## src/rtl/seq_pkg.sv

```systemverilog
// -----------------------------------------------------------------------------
// seq_pkg
// Shared definitions for the bus note sequencer:
//   - state_e      : sequencer FSM states
//   - note fields  : tone / duration bit positions within a 32-bit note word
//   - TERMINATOR   : note word that ends a table pass
//   - SILENCE_WORD : value written to the tone register to mute the output
//   - tone_word()  : zero-extends the tone field of a note word for the bus
// -----------------------------------------------------------------------------
package seq_pkg;

  typedef enum logic [2:0] {
    S_IDLE      = 3'd0,
    S_FETCH     = 3'd1,
    S_RWAIT     = 3'd2,
    S_WRITE     = 3'd3,
    S_WWAIT     = 3'd4,
    S_HOLD      = 3'd5,
    S_SIL_WRITE = 3'd6,
    S_SIL_WAIT  = 3'd7
  } state_e;

  localparam int TONE_MSB = 31;
  localparam int TONE_LSB = 16;
  localparam int DUR_MSB  = 15;
  localparam int DUR_LSB  = 0;

  localparam logic [31:0] TERMINATOR   = 32'h0000_0000;
  localparam logic [31:0] SILENCE_WORD = 32'h0000_0000;

  function automatic logic [31:0] tone_word(input logic [31:0] note);
    return {16'h0000, note[TONE_MSB:TONE_LSB]};
  endfunction

endpackage

```

## src/rtl/bus_note_sequencer_if.sv

```systemverilog
// -----------------------------------------------------------------------------
// bus_note_sequencer_if
// FemtoRV32-style memory bus between an initiator (master) and a target
// (slave).
//   mem_addr  : byte address, valid while mem_rstrb or mem_wmask is active
//   mem_rstrb : one-cycle read strobe
//   mem_rdata : read data, valid in the first cycle after the strobe with
//               mem_rbusy low
//   mem_rbusy : read not yet complete
//   mem_wdata : write data, valid while mem_wmask is non-zero
//   mem_wmask : byte write enables, one cycle per write
//   mem_wbusy : write not yet complete
//
// Handshake: a transfer starts with a single-cycle strobe/mask. The target
// holds rbusy/wbusy high for as long as it needs; the transfer completes in
// the first following cycle in which the matching busy is low. The initiator
// issues nothing new until that completion.
// -----------------------------------------------------------------------------
interface bus_note_sequencer_if;
  logic [31:0] mem_addr;
  logic        mem_rstrb;
  logic [31:0] mem_rdata;
  logic        mem_rbusy;
  logic [31:0] mem_wdata;
  logic [3:0]  mem_wmask;
  logic        mem_wbusy;

  modport master (
    output mem_addr, mem_rstrb, mem_wdata, mem_wmask,
    input  mem_rdata, mem_rbusy, mem_wbusy
  );

  modport slave (
    input  mem_addr, mem_rstrb, mem_wdata, mem_wmask,
    output mem_rdata, mem_rbusy, mem_wbusy
  );
endinterface

```

## src/rtl/tick_prescaler.sv

```systemverilog
// -----------------------------------------------------------------------------
// tick_prescaler
// Divides clk down to a one-cycle tick every PRESCALE enabled cycles.
//   clk, reset : clock, asynchronous active-high reset
//   en_i       : count while high, hold while low
//   clr_i      : restart the count at 0 (wins over en_i)
//   tick_o     : high for one cycle at the end of each PRESCALE-cycle period
// With clr_i pulsed the cycle before en_i rises, the first tick comes exactly
// PRESCALE enabled cycles later.
// -----------------------------------------------------------------------------
module tick_prescaler #(
  parameter int PRESCALE = 25000
) (
  input  logic clk,
  input  logic reset,
  input  logic en_i,
  input  logic clr_i,
  output logic tick_o
);

  localparam int            CW   = (PRESCALE > 1) ? $clog2(PRESCALE) : 1;
  localparam logic [CW-1:0] LAST = CW'(PRESCALE - 1);

  logic [CW-1:0] cnt_q, cnt_d;

  always_comb begin
    cnt_d = cnt_q;
    if (clr_i) begin
      cnt_d = '0;
    end else if (en_i) begin
      cnt_d = (cnt_q == LAST) ? '0 : cnt_q + CW'(1);
    end
  end

  always_ff @(posedge clk or posedge reset) begin
    if (reset) begin
      cnt_q <= '0;
    end else begin
      cnt_q <= cnt_d;
    end
  end

  assign tick_o = en_i && !clr_i && (cnt_q == LAST);

endmodule

```

## src/rtl/bus_note_sequencer.sv

```systemverilog
// -----------------------------------------------------------------------------
// bus_note_sequencer
// Autonomous bus initiator that plays a note table from memory: each 32-bit
// note word {tone[31:16], duration[15:0]} is fetched, the tone is written to
// the PWM tone register at TONE_ADDR, and the note is held for duration ticks
// of PRESCALE clk cycles. A zero word ends the table; the tone is then
// silenced and the pass either restarts (loop) or finishes with a done pulse.
//
// Ports:
//   clk, reset     : clock, asynchronous active-high reset
//   start          : one-cycle arm pulse, ignored while busy
//   stop           : one-cycle abort pulse
//   loop_en        : restart at base_addr at table end (sampled at start)
//   base_addr      : word-aligned table address (sampled at start)
//   bus            : memory bus, initiator side
//   busy           : sequencer owns the bus
//   done           : one-cycle pulse when a pass finishes or an abort ends
//   note_idx       : index of the current note in the table
//   dbg_state_o    : current FSM state
// -----------------------------------------------------------------------------
module bus_note_sequencer
  import seq_pkg::*;
#(
  parameter logic [31:0] TONE_ADDR = 32'h0043_0004,
  parameter int          PRESCALE  = 25000,
  parameter int          MAX_NOTES = 256
) (
  input  logic                        clk,
  input  logic                        reset,
  input  logic                        start,
  input  logic                        stop,
  input  logic                        loop_en,
  input  logic [31:0]                 base_addr,
  bus_note_sequencer_if.master        bus,
  output logic                        busy,
  output logic                        done,
  output logic [7:0]                  note_idx,
  output state_e                      dbg_state_o
);

  localparam logic [8:0] MAX_N = 9'(MAX_NOTES);

  state_e      state_q, state_d;
  logic [31:0] ptr_q, ptr_d;
  logic [31:0] base_q, base_d;
  logic        loop_q, loop_d;
  logic [8:0]  cnt_q, cnt_d;
  logic [15:0] dur_q, dur_d;
  logic [31:0] note_q, note_d;
  logic        abort_q, abort_d;
  logic        done_q, done_d;

  logic        abort_now;
  logic        hold_en;
  logic        pre_clr;
  logic        tick;

  logic [31:0] addr_c;
  logic        rstrb_c;
  logic [31:0] wdata_c;
  logic [3:0]  wmask_c;

  assign hold_en = (state_q == S_HOLD);

  tick_prescaler #(.PRESCALE(PRESCALE)) u_prescaler (
    .clk    (clk),
    .reset  (reset),
    .en_i   (hold_en),
    .clr_i  (pre_clr),
    .tick_o (tick)
  );

  // A stop arriving in the same cycle as a decision point must already
  // steer that decision, so decisions look at the flag and the pulse.
  assign abort_now = abort_q || stop;

  always_comb begin
    state_d = state_q;
    ptr_d   = ptr_q;
    base_d  = base_q;
    loop_d  = loop_q;
    cnt_d   = cnt_q;
    dur_d   = dur_q;
    note_d  = note_q;
    abort_d = abort_q;
    done_d  = 1'b0;
    pre_clr = 1'b0;
    addr_c  = 32'h0;
    rstrb_c = 1'b0;
    wdata_c = 32'h0;
    wmask_c = 4'h0;

    if (state_q != S_IDLE && stop) begin
      abort_d = 1'b1;
    end

    case (state_q)
      S_IDLE: begin
        // stop beats start when both arrive together.
        if (start && !stop) begin
          base_d  = base_addr;
          ptr_d   = base_addr;
          loop_d  = loop_en;
          cnt_d   = 9'd0;
          abort_d = 1'b0;
          state_d = S_FETCH;
        end
      end

      S_FETCH: begin
        addr_c  = ptr_q;
        rstrb_c = 1'b1;
        state_d = S_RWAIT;
      end

      S_RWAIT: begin
        if (!bus.mem_rbusy) begin
          note_d = bus.mem_rdata;
          if (abort_now || bus.mem_rdata == TERMINATOR || cnt_q == MAX_N) begin
            state_d = S_SIL_WRITE;
          end else begin
            state_d = S_WRITE;
          end
        end
      end

      S_WRITE: begin
        addr_c  = TONE_ADDR;
        wdata_c = tone_word(note_q);
        wmask_c = 4'hF;
        state_d = S_WWAIT;
      end

      S_WWAIT: begin
        if (!bus.mem_wbusy) begin
          if (abort_now) begin
            state_d = S_SIL_WRITE;
          end else if (note_q[DUR_MSB:DUR_LSB] == 16'd0) begin
            ptr_d   = ptr_q + 32'd4;
            cnt_d   = (cnt_q == MAX_N) ? cnt_q : cnt_q + 9'd1;
            state_d = S_FETCH;
          end else begin
            dur_d   = note_q[DUR_MSB:DUR_LSB];
            pre_clr = 1'b1;
            state_d = S_HOLD;
          end
        end
      end

      S_HOLD: begin
        if (stop) begin
          state_d = S_SIL_WRITE;
        end else if (tick) begin
          dur_d = dur_q - 16'd1;
          // The last tick of the note ends HOLD directly, so HOLD spans
          // exactly duration * PRESCALE cycles.
          if (dur_q == 16'd1) begin
            ptr_d   = ptr_q + 32'd4;
            cnt_d   = (cnt_q == MAX_N) ? cnt_q : cnt_q + 9'd1;
            state_d = S_FETCH;
          end
        end
      end

      S_SIL_WRITE: begin
        addr_c  = TONE_ADDR;
        wdata_c = SILENCE_WORD;
        wmask_c = 4'hF;
        state_d = S_SIL_WAIT;
      end

      S_SIL_WAIT: begin
        if (!bus.mem_wbusy) begin
          if (loop_q && !abort_now) begin
            ptr_d   = base_q;
            cnt_d   = 9'd0;
            state_d = S_FETCH;
          end else begin
            done_d  = 1'b1;
            abort_d = 1'b0;
            state_d = S_IDLE;
          end
        end
      end

      default: state_d = S_IDLE;
    endcase
  end

  always_ff @(posedge clk or posedge reset) begin
    if (reset) begin
      state_q <= S_IDLE;
      ptr_q   <= 32'h0;
      base_q  <= 32'h0;
      loop_q  <= 1'b0;
      cnt_q   <= 9'd0;
      dur_q   <= 16'd0;
      note_q  <= 32'h0;
      abort_q <= 1'b0;
      done_q  <= 1'b0;
    end else begin
      state_q <= state_d;
      ptr_q   <= ptr_d;
      base_q  <= base_d;
      loop_q  <= loop_d;
      cnt_q   <= cnt_d;
      dur_q   <= dur_d;
      note_q  <= note_d;
      abort_q <= abort_d;
      done_q  <= done_d;
    end
  end

  // Bus outputs decode straight from the state register, so an asynchronous
  // reset drops every strobe in the same cycle.
  assign bus.mem_addr  = addr_c;
  assign bus.mem_rstrb = rstrb_c;
  assign bus.mem_wdata = wdata_c;
  assign bus.mem_wmask = wmask_c;

  assign busy        = (state_q != S_IDLE);
  assign done        = done_q;
  assign note_idx    = (cnt_q > 9'd255) ? 8'hFF : cnt_q[7:0];
  assign dbg_state_o = state_q;

endmodule

```

## src/flat_wrapper.sv

```systemverilog
// flat-port wrapper written by rule: the top's interface ports become plain ports
module bus_note_sequencer_flat import seq_pkg::*;
#(
  parameter logic [31:0] TONE_ADDR = 32'h0043_0004,
  parameter int          PRESCALE  = 25000,
  parameter int          MAX_NOTES = 256
)
  (clk, reset, start, stop, loop_en, base_addr, busy, done, note_idx, dbg_state_o, bus_mem_addr, bus_mem_rstrb, bus_mem_wdata, bus_mem_wmask, bus_mem_rdata, bus_mem_rbusy, bus_mem_wbusy);
  bus_note_sequencer_if bus_i ();
  input  logic clk;
  input  logic reset;
  input  logic start;
  input  logic stop;
  input  logic loop_en;
  input  logic [31:0] base_addr;
  output logic busy;
  output logic done;
  output logic [7:0] note_idx;
  output state_e dbg_state_o;
  output wire logic [$bits(bus_i.mem_addr)-1:0] bus_mem_addr;
  output wire logic [$bits(bus_i.mem_rstrb)-1:0] bus_mem_rstrb;
  output wire logic [$bits(bus_i.mem_wdata)-1:0] bus_mem_wdata;
  output wire logic [$bits(bus_i.mem_wmask)-1:0] bus_mem_wmask;
  input wire logic [$bits(bus_i.mem_rdata)-1:0] bus_mem_rdata;
  input wire logic [$bits(bus_i.mem_rbusy)-1:0] bus_mem_rbusy;
  input wire logic [$bits(bus_i.mem_wbusy)-1:0] bus_mem_wbusy;
  assign bus_mem_addr = bus_i.mem_addr;
  assign bus_mem_rstrb = bus_i.mem_rstrb;
  assign bus_mem_wdata = bus_i.mem_wdata;
  assign bus_mem_wmask = bus_i.mem_wmask;
  assign bus_i.mem_rdata = bus_mem_rdata;
  assign bus_i.mem_rbusy = bus_mem_rbusy;
  assign bus_i.mem_wbusy = bus_mem_wbusy;
  bus_note_sequencer #(.TONE_ADDR(TONE_ADDR), .PRESCALE(PRESCALE), .MAX_NOTES(MAX_NOTES)) u_core (.clk(clk), .reset(reset), .start(start), .stop(stop), .loop_en(loop_en), .base_addr(base_addr), .bus(bus_i), .busy(busy), .done(done), .note_idx(note_idx), .dbg_state_o(dbg_state_o));
endmodule
```

## config.mk

```make
export PLATFORM = sky130hd
export DESIGN_NAME = bus_note_sequencer_flat
export DESIGN_NICKNAME = d
export VERILOG_FILES = /design/src/rtl/seq_pkg.sv /design/src/rtl/bus_note_sequencer_if.sv /design/src/rtl/tick_prescaler.sv /design/src/rtl/bus_note_sequencer.sv /design/src/flat_wrapper.sv
export SDC_FILE = /design/constraint.sdc
export NUM_CORES = 1
export LEC_CHECK = 0
export ABC_AREA = 1
export CORE_ASPECT_RATIO = 0.5
export CORE_MARGIN = 4
export CORE_UTILIZATION = 58
export DETAILED_ROUTE_END_ITERATION = 8
export PLACE_DENSITY = 0.95
export SYNTH_ARGS = -nofsm -noshare
export SYNTH_HDL_FRONTEND = slang
export SYNTH_SLANG_ARGS = --single-unit
```

## constraint.sdc

```tcl
create_clock -name clk -period 12 [get_ports clk]
set_input_delay 1.2 -clock clk [delete_from_list [all_inputs] [get_ports clk]]
set_output_delay 1.2 -clock clk [all_outputs]
set_load 0.01 [all_outputs]
```

Word-level counts from Yosys, hierarchy flattened
Cells that the tools add are included.

Latch bits: 0. Bits in read-only memories: 0. RAM bits: 0. Memories kept: 0. Output and inout port bits: 82. Bits in registers: 142.

Reductions and logical operators: 24. Multipliers: 0. Shift operators: 0. Divide/modulo/power cells: 0. $lt $le $gt $ge: 1. Bitwise gates (word level): 1. $add $sub $neg: 4. Multiplexer cells: 59. Eq/ne operators: 23.

Operators by type and width (count): two-way mux 32 bit (9); case mux 32 bit (4 select lines) (1); two-way mux 16 bit (6); two-way mux 9 bit (10); case mux 32 bit (2 select lines) (1); two-way mux 15 bit (3); case mux 9 bit (4 select lines) (1); adder 32 x 3 -> 32 bit (second input constant) (1); logical NOT 32 bit (1); case mux 16 bit (2 select lines) (1); two-way mux 3 bit (10); case mux 3 bit (8 select lines) (1); equality test 16 x 1 -> 1 bit (second input constant) (1); logical NOT 16 bit (1); subtractor 16 x 1 -> 16 bit (second input constant) (1); adder 15 x 1 -> 15 bit (second input constant) (1); equality test 15 bit (second input constant) (1); two-way mux 1 bit (13); equality test 3 bit (second input constant) (4); inequality test 2 bit (second input constant) (6); AND reduction 6 bit (2); inequality test 2 x 1 -> 1 bit (second input constant) (5); AND reduction 10 bit (1); adder 9 x 1 -> 9 bit (second input constant) (1); other kinds (18) (30).

Longest topological paths before layout
Gate-level depths: netlist (run 1).

Depth after elaboration: 11. Depth in mapped cells: 13. Mapped depth without buffers: 11.

Modules after synthesis
A second synthesis (run 1) with hierarchy kept.

Cell total of the unflattened synthesis: 1325. Area, all modules: 8821.0 µm².

By module, submodules not included: bus_note_sequencer (cells an instance 1182, instances 1, area each 7827.5 µm², seq. area each 3178.0 µm²); tick_prescaler (cells an instance 143, instances 1, area each 993.5 µm², seq. area each 375.4 µm²).

Worst setup path before layout (run 1)
Ideal clock, no wire load.

Path kind: register to output. Start: register u_core.cnt_q[0]. End: output port note_idx[0]. Data required time: 10.800 ns. Slack: 9.282 ns. Arrival: 1.518 ns. Stages on the path, launching flop included: 9. Cell sequence: dfrtp_1 ha_1 nand3_1 nor2_1 nand2_1 nor3_1 ha_1 o21bai_1 nand2_1.

Word-level cells in the longest chain between the ends: 2.

RTL lines: start: declaration (line bus_note_sequencer.sv:47) `logic [8:0] cnt_q, cnt_d;`; start signal: assignment (line bus_note_sequencer.sv:206) `cnt_q <= cnt_d;`; greater-than comparator 9 x 8 -> 1 bit (line bus_note_sequencer.sv:223) `assign note_idx = (cnt_q > 9'd255) ? 8'hFF : cnt_q[7:0];`; two-way mux 8 bit * (line bus_note_sequencer.sv:223); end: declaration (line flat_wrapper.sv:18) `output logic [7:0] note_idx;`.

Every way passes the cells marked *; elsewhere a longest branch is shown, timed or not.

Worst setup path after layout (run 1)
Start: register u_core.state_q[0], in the netlist u_core.dbg_state_o[0]. End: output port bus_mem_addr[16].

Word-level cells in the longest chain between the ends: 3.

RTL lines: start: declaration (line bus_note_sequencer.sv:43) `state_e state_q, state_d;`; start signal: assignment (line bus_note_sequencer.sv:202) `state_q <= state_d;`; equality test 3 x 2 -> 1 bit or equality test 3 bit (tied branches) (line bus_note_sequencer.sv:97) `case (state_q)`; OR reduction 2 bit (no line); case mux 32 bit (2 select lines) * (line bus_note_sequencer.sv:97); end: declaration (line flat_wrapper.sv:20) `output wire logic [$bits(bus_i.mem_addr)-1:0] bus_mem_addr;`.

Marks and branches as above.

==> results.cfg, run 1 <==
[run_status]
status = completed

[synth]
synthArstFlopShare_pct = 100
ys_seq_area_share_pct = 39.7
synth_edf_count = 0
netlist_instances = 1293
synth_cell_types = 39
netlist_area_um2 = 8960
yosys.area.top_type_share_pct = 39.7
synth_ff_type = dfrtp_1
synth_top_area_cell = dfrtp_1
avgSynthCellArea_um2 = 6.93
yosysWarnings = 0
netlist_top_cells_area = dfrtp_1 40%, nand2_1 18%, nor2_1 7.1%
synth_seq_cells = 142

[routing]
ant_nets = 0
initialDrtViolationCount = 1028
wl_per_cell_um = 15.4
routed_via_density = 5.57
first_pass_iters = 7
vias = 9003
drt-total-wl_mm = 24.9
drc = 0

[place]
placed_area_um2 = 10300
port_buffers = 136
hpwl_mm = 17.9
place_congestion = 0.982
post-place-ws_ps = 8150

[grt]
grt_pass1_wl_mm = 40.7
grt_max_degree = 90
antenna_found_initial = 0
gr-total-overflow = 0
grt_pass1_vias = 8583
track_usage_pct = 28.7

[timing]
finClkSkew_ps = 11.2
period_minus_slack_ps = 4210
fmax_mhz = 238
fin_tns_setup_ps = 0
finalWorstSetupSlack_ps = 7790
tightestPinTransition_ps = 1310
min_period_over_period_pct = 35.1
setup_viol = 0
slew_headroom_pct = 12.3
finalHoldViolCount = 0
maxSlewViolCount = 0
rsz0062_at_grt = false

[hold_path]
hold_path_startpoint = u_core.note_q[27]$_DFFE_PP0P_
hp-class = reg2reg
min_path_cells = 2

[clock_network]
path_clk_slew_ps = 70
post_cts_resized = 0
hold_buffers = 0
root_buffer = clkbuf_16
clock_sinks = 142
clk_path_buf_depth = 2
clkLatencyLatePin_ps = 430
numCtsBuffers = 17
postCtsSetupBuffers = 0
cts_max_level = 4
cts_tree = built

[cells_and_area]
final_area_um2 = 10900
finalCoreUtilization_pct = 73.5
diodes = 0
nets = 1484
regArea_um2 = 3550
drive_gt1_share_pct = 7.48
areaGrowthSynthToFinish_pct = 21.3
nFillCells = 1084
multi_input_area_um2 = 4510

[floorplan]
core_area_um2 = 14800
die_w_um = 184
num_io_pins = 153
initial_core_util_pct = 60.6
die-area_um2 = 17600
die_h_um = 95.9
num_rows = 31

[power]
ir_drop_v = 0.000124
p_clk_share_pct = 20.8
p_seq_share_pct = 33.5
switchingPower_mw = 1.16
p_int_mw = 1.46
power_frac_comb_pct = 45.7
swShare_pct = 44.2
power_density_nw_per_um2 = 241
leakage_nw = 5.21

[critical_path]
crit_fanout = 33
crit_type = reg2out
r2r-start = u_core.dbg_state_o[1]$_DFFE_PP0P_
crit_path_start = u_core.dbg_state_o[0]$_DFFE_PP0P_
reg2regPathDepth = 8
cp-start-kind = flip-flop
worst_setup_path_end_kind = output pin
required_ps = 10800
arrival_ps = 3010

[job]
maxCapViolations = 0
-- layer usage --
metal  share of wire [%]  vias to the layer above  global-route usage, %
met3                 7.2                       69                   5.70
li1                    -                     4288                      -
met5                   0                        -                      0
met2                  49                      399                   49.7
met1                  41                     4247                   36.8
met4                 2.5                        0                   9.53
-- power by group through the flow --
stage | logic (mW) | clock network, mW | registers (mW)
2_1_floorplan | 0.907 | 0 | 0.822
3_3_place_gp | 1.12 | 0 | 0.865
3_5_place_dp | 1.17 | 0 | 0.874
4_1_cts | 1.18 | 0.548 | 0.871
5_1_grt | 1.34 | 0.573 | 0.901
6_report | 1.20 | 0.546 | 0.877
-- synth_stat cells (5+ instances only) --
library cell / count
mux2_2: 33
a21oi_1: 22
buf_6: 7
clkbuf_1: 12
nand3_1: 115
buf_2: 15
ha_1: 7
o21ai_0: 62
xor2_1: 9
o21ai_2: 10
nor3_1: 11
nor2_1: 169
inv_1: 142
nand4_1: 26
o22ai_1: 9
buf_4: 23
dfrtp_1: 142
nor2_2: 5
nand2_1: 432
-- area by class of cell --
| type | instances | area share [%] |
|---|---|---|
| Clock inverter | 13 | 1.51 |
| Inverter | 150 | 5.27 |
| Sequential cell | 142 | 32.7 |
| Tap cell | 198 | 2.28 |
| Timing Repair Buffer | 138 | 12.7 |
| Multi-Input combinational cell | 957 | 41.5 |
| Clock buffer | 18 | 4.04 |
-- critical path, stage by stage (launching register included) --
cell and delay, ps:
dfrtp_1 650, nand2_1 140, nor2_1 200, inv_1 460, o21ai_0 500, clkdlybuf4s50_1 610
-- through the flow --
stage	hold WS, ps	instances	power (mW)
2_1_floorplan	453	1308	1.73
5_1_grt	513	1616	2.82
6_report	493	1616	2.62
4_1_cts	489	1616	2.60
3_3_place_gp	468	1585	1.99
3_5_place_dp	473	1585	2.05
-- state kept, by name (all words and copies together) (netlist names) --
name / flops
u_core.base_q: 32
u_core.cnt_q: 9
u_core.u_prescaler.cnt_q: 15
u_core.done: 1
u_core.ptr_q: 32
u_core.loop_q: 1
u_core.note_q: 32
u_core.abort_q: 1
u_core.dbg_state_o: 3
u_core.dur_q: 16
-- path summary, 6_finish.rpt --
check | end | slack (ps)
max | bus_mem_addr[16] | 7790
min | u_core.note_q[27]$_DFFE_PP0P_ | 490
max reg2reg | u_core.ptr_q[4]$_DFFE_PP0P_ | 8820
min reg2reg | u_core.note_q[27]$_DFFE_PP0P_ | 490
max in group asynchronous | u_core.note_q[9]$_DFFE_PP0P_ | 9500
min in group asynchronous | u_core.base_q[27]$_DFFE_PP0P_ | 1280
-- cells by family (layout without fill, tap and decap cells) --
kind of cell	count (synthesis)	after routing	synth area share, %
buffers and inverters	209	319	10.6
other	1	16	0.0419
XOR/XNOR	11	11	1.08
AO/OA/AOI/OAI	109	109	6.80
adder cells (fa/ha/maj)	7	7	0.978
AND/OR/NAND/NOR	780	780	36.6
multiplexers	34	34	4.26
flip-flops	142	142	39.7
-- cell usage in the layout, fill, tap and decap left out, types with 7 or more instances in the layout --
| cell | n |
|---|---|
| a21oi_1 | 22 |
| ha_1 | 7 |
| nand4_1 | 26 |
| nor3_1 | 11 |
| o22ai_1 | 9 |
| conb_1 | 16 |
| dfrtp_1 | 142 |
| nor2_1 | 169 |
| clkbuf_16 | 17 |
| o21ai_0 | 62 |
| xor2_1 | 9 |
| inv_1 | 141 |
| nand2_1 | 432 |
| o21ai_2 | 10 |
| mux2_2 | 33 |
| clkdlybuf4s50_1 | 136 |
| nand3_1 | 115 |
No activity file was read; power rests on OpenSTA's default activity.
==> inputs of run 2 (changes only) <==
CORE_UTILIZATION = 54   (was 58)
PLACE_DENSITY = 0.91   (was 0.95)
clock period = 4.1 ns   (was 12 ns; I/O delays follow)
==> results.cfg, run 2 (same netlist as run 1, synthesis figures left out) <==
[clock_network]
numCtsBuffers = 17
clkLatencyLatePin_ps = 430
hold_buffers = 0
root_buffer = clkbuf_16
path_clk_slew_ps = 60
post_cts_resized = 0
clock_sinks = 142
cts_tree = built
postCtsSetupBuffers = 0
clk_path_buf_depth = 2
cts_max_level = 4

[power]
ir_drop_v = 0.000377
power_frac_comb_pct = 45.5
p_int_mw = 4.28
switchingPower_mw = 3.36
p_seq_share_pct = 33.4
leakage_nw = 5.21
p_clk_share_pct = 21.0
swShare_pct = 44.0
power_density_nw_per_um2 = 701

[cells_and_area]
areaGrowthSynthToFinish_pct = 21.8
finalCoreUtilization_pct = 69.0
nets = 1484
final_cell_mix = 432 x nand2_1, 169 x nor2_1, 142 x dfrtp_1, 141 x inv_1, 136 x clkdlybuf4s50_1
top_regs = u_core.base_q x32, u_core.note_q x32, u_core.ptr_q x32
multi_input_area_um2 = 4510
nFillCells = 1263
diodes = 0
regArea_um2 = 3550
drive_gt1_share_pct = 7.47
layout_commonest_cell = nand2_1

[floorplan]
num_rows = 32
die_h_um = 99.1
core_area_um2 = 15800
initial_core_util_pct = 56.6
die_w_um = 190
die-area_um2 = 18800
num_io_pins = 153

[grt]
grt_max_degree = 143
antenna_found_initial = 0
grt_pass1_vias = 8818
track_usage_pct = 26.5
gr-total-overflow = 0
grt_pass1_wl_mm = 41.1

[timing]
finalHoldViolCount = 0
fmax_mhz = 289
tightestPinTransition_ps = 1280
setup_viol = 0
maxSlewViolCount = 0
fin_tns_setup_ps = 0
finalWorstSetupSlack_ps = 640
rsz0062_at_grt = false
period_minus_slack_ps = 3460
min_period_over_period_pct = 84.4
slew_headroom_pct = 14.7
finClkSkew_ps = 8.39

[routing]
vias = 8859
routed_via_density = 5.40
wl_per_cell_um = 15.1
drt-total-wl_mm = 24.8
drc = 0
ant_nets = 0
met1_length_mm = 10.3
wl_met2_mm = 12.1
routed.top_layer = met4
dr_wl_met3_mm = 1.59
initialDrtViolationCount = 806
first_pass_iters = 8

[hold_path]
hp-class = reg2reg

[critical_path]
crit_fanout = 33
critical_path.top_delay_family = buffers and inverters
cp-start-kind = flip-flop
crit_type = reg2out
worst-path-buf-inv = 2
crit_slowest_cell = dfrtp_1
crit_chain = nand2_1 -> nor2_1 -> inv_1 -> o21ai_0 -> clkdlybuf4s50_1
arrival_ps = 3050
required_ps = 3690
cpPeakStageDelay_ps = 650
worst_setup_path_end_kind = output pin

[place]
post-place-ws_ps = 1100
place_congestion = 0.998
port_buffers = 136
hpwl_mm = 17.8

[job]
maxCapViolations = 0

[run_status]
status = completed
==> run 2: changes by cell type in the layout (fill, tap and decap cells not counted) <==
cell,previous run,this run
clkinvlp_4,2,3
buf_12,0,1
buf_4,2,1
clkbuf_1,0,1
inv_6,3,2
==> run 2: metal layers <==
| layer | track usage [%] | up-vias |
|---|---|---|
| met2 | 45.8 | 385 |
| li1 | - | 4282 |
| met5 | 0 | - |
| met1 | 33.0 | 4109 |
| met3 | 5.17 | 83 |
| met4 | 11.0 | 0 |
==> run 2: worst min-delay path: stages (launching register included) <==
cell,delay [ps]
dfrtp_1,340
nand2_1,50
o21ai_0,60
==> run 2: layout make-up <==
cell class	instances	area share, %
clock buffer	19	4.06
clock inverter	13	1.50
inverter	150	5.24
multi-input combinational	957	41.4
sequential	142	32.6
tap	221	2.53
timing repair buffer	138	12.7
==> run 2: per-stage QoR <==
step | total power, mW | hold WS [ps] | std cells | instance area (µm²)
final | 7.65 | 487 | 1640 | 10900
after global routing | 8.25 | 512 | 1640 | 10900
after global placement | 5.81 | 470 | 1608 | 10300
after CTS | 7.63 | 490 | 1640 | 10900
after floorplan | 5.06 | 453 | 1308 | 9020
after detailed placement | 5.98 | 474 | 1608 | 10300
==> run 2: final timing paths <==
path                       cells after the start                             to  slack [ps]                              start
max in group asynchronous                      3  u_core.note_q[13]$_DFFE_PP0P_        2990                              reset
hold / removal                                 2  u_core.note_q[31]$_DFFE_PP0P_         490      u_core.note_q[31]$_DFFE_PP0P_
hold reg to reg                                2  u_core.note_q[31]$_DFFE_PP0P_         490      u_core.note_q[31]$_DFFE_PP0P_
min in group asynchronous                      3      u_core.loop_q$_DFFE_PP0P_         570                              reset
setup reg to reg                               9    u_core.ptr_q[8]$_DFFE_PP0P_        1020  u_core.dbg_state_o[2]$_DFFE_PP0P_
setup / recovery                               5               bus_mem_addr[16]         640  u_core.dbg_state_o[0]$_DFFE_PP0P_
==> run 2: power groups by stage <==
stage	clock network (mW)	logic [mW]	registers, mW
after floorplan	0	2.66	2.41
after global placement	0	3.29	2.52
after detailed placement	0	3.43	2.55
after CTS	1.62	3.47	2.54
after global routing	1.70	3.92	2.63
final	1.61	3.48	2.56
==> inputs of run 3 (changes only) <==
clock period = 3.4 ns   (was 4.1 ns; I/O delays follow)
==> results.cfg, run 3 (same netlist as run 1, synthesis figures left out) <==
[timing]
fmax_mhz = 301
maxSlewViolCount = 0
tightestPinTransition_ps = 1290
finalHoldViolCount = 0
min_period_over_period_pct = 97.6
finClkSkew_ps = 11.9
period_minus_slack_ps = 3320
setup_viol = 0
slew_headroom_pct = 13.9
finalWorstSetupSlack_ps = 81.6
rsz0062_at_grt = true

[grt]
antenna_found_initial = 0
grt_pass1_vias = 8500
grt_max_degree = 128
track_usage_pct = 26.2
grt_pass1_wl_mm = 40.6
gr-total-overflow = 0

[run_status]
status = completed

[critical_path]
crit_slowest_cell = dfrtp_1
reg2regPathDepth = 10
crit_chain = nand2_1 -> nor2_1 -> inv_1 -> o21ai_0 -> clkdlybuf4s50_1
crit_type = reg2out
crit_fanout = 33
cp-start-kind = flip-flop
arrival_ps = 2980
worst-path-buf-inv = 2
worst_setup_path_end_kind = output pin
cp.depth = 5
required_ps = 3060
cpPeakStageDelay_ps = 640
critical_path.top_delay_family = buffers and inverters

[cells_and_area]
layout_commonest_cell = nand2_1
drive_gt1_share_pct = 7.54
diodes = 0
finalCoreUtilization_pct = 68.6
regArea_um2 = 3550
areaGrowthSynthToFinish_pct = 21.2
nets = 1485
nFillCells = 1288
multi_input_area_um2 = 4510
final_cell_mix = 432 x nand2_1, 169 x nor2_1, 142 x dfrtp_1, 141 x inv_1, 136 x clkdlybuf4s50_1
top_regs = u_core.base_q x32, u_core.note_q x32, u_core.ptr_q x32

[clock_network]
clkLatencyLatePin_ps = 430
postCtsSetupBuffers = 0
path_clk_slew_ps = 70
numCtsBuffers = 17
clock_sinks = 142
cts_tree = built
clk_path_buf_depth = 2
cts_max_level = 4
post_cts_resized = 0
root_buffer = clkbuf_16
hold_buffers = 0

[power]
power_density_nw_per_um2 = 831
ir_drop_v = 0.000505
total_power_mw = 9.02
leakage_nw = 5.19

[routing]
ant_nets = 0
vias = 8887
initialDrtViolationCount = 769
drt-total-wl_mm = 24.6
routed_via_density = 5.42
drc = 0
first_pass_iters = 8
wl_per_cell_um = 15.0

[floorplan]
core_area_um2 = 15800
num_io_pins = 153
die-area_um2 = 18800
initial_core_util_pct = 56.6
die_h_um = 99.1
die_w_um = 190
num_rows = 32

[place]
place_congestion = 0.957
post-place-ws_ps = 503
hpwl_mm = 17.9
port_buffers = 136

[job]
maxCapViolations = 0

[hold_path]
hp-class = in2async
## run 3: cell types whose count changed in the layout (fill, tap and decap cells not counted)
| cell | before | now |
|---|---|---|
| bufinv_16 | 3 | 0 |
| clkinv_4 | 3 | 5 |
| buf_4 | 1 | 2 |
| clkbuf_1 | 1 | 0 |
| clkbuf_8 | 1 | 2 |
| clkinv_2 | 3 | 4 |
| clkinvlp_4 | 3 | 2 |
## run 3: path summary, 6_finish.rpt
| path | from | to | slack [ps] |
|---|---|---|---|
| setup / recovery | u_core.dbg_state_o[0]$_DFFE_PP0P_ | bus_mem_addr[17] | 80 |
| max in group asynchronous | reset | u_core.note_q[12]$_DFFE_PP0P_ | 2090 |
| hold / removal | reset | u_core.base_q[0]$_DFFE_PP0P_ | 280 |
| setup reg to reg | u_core.dbg_state_o[2]$_DFFE_PP0P_ | u_core.ptr_q[7]$_DFFE_PP0P_ | 380 |
| hold reg to reg | u_core.base_q[0]$_DFFE_PP0P_ | u_core.base_q[0]$_DFFE_PP0P_ | 500 |
| min in group clk | u_core.base_q[0]$_DFFE_PP0P_ | u_core.base_q[0]$_DFFE_PP0P_ | 500 |
## run 3: where the power goes
| part | leakage [nW] | switching (mW) | total, mW | internal [mW] |
|---|---|---|---|---|
| Combinational | 3.15 | 2.65 | 4.21 | 1.56 |
| Sequential | 1.77 | 0.646 | 3.08 | 2.43 |
| Clock | 0.269 | 0.763 | 1.73 | 0.971 |
| Total | 5.19 | 4.06 | 9.02 | 4.96 |
## run 3: worst reg2reg max path, cell delays in order, from the launching register on
cell and delay [ps]:
dfrtp_1 490, inv_2 100, nor2_4 620, inv_4 250
nor2_8 380, nand2_1 190, clkinv_1 90, nor2_2 100
nand3_2 490, nand2_1 140, nand2_1 100
## run 3: routing by layer
metal | global-route usage (%) | up-vias | share of wire (%)
met5 | 0 | - | 0
li1 | - | 4283 | -
met1 | 33.7 | 4164 | 42
met2 | 44.7 | 376 | 48
met3 | 5.27 | 64 | 7.1
met4 | 9.16 | 0 | 2.4
## run 3: cell type report
type	count	area share, %
multi-input cells	957	41.6
well taps	221	2.55
repair buffers	139	12.9
clock buffers	19	4.17
flip-flops and latches	142	32.7
inverters	150	5.27
clock inverters	12	0.818
## run 3: stage by stage
| step | cells | setup TNS [ps] | instance area, µm² | hold WS, ps |
|---|---|---|---|---|
| floorplan | 1308 | 0 | 9020 | 406 |
| global placement | 1609 | 0 | 10300 | 470 |
| detailed placement | 1609 | 0 | 10300 | 480 |
| CTS | 1640 | 0 | 10900 | 283 |
| global route | 1640 | -101 | 10900 | 313 |
| finish | 1640 | 0 | 10900 | 281 |
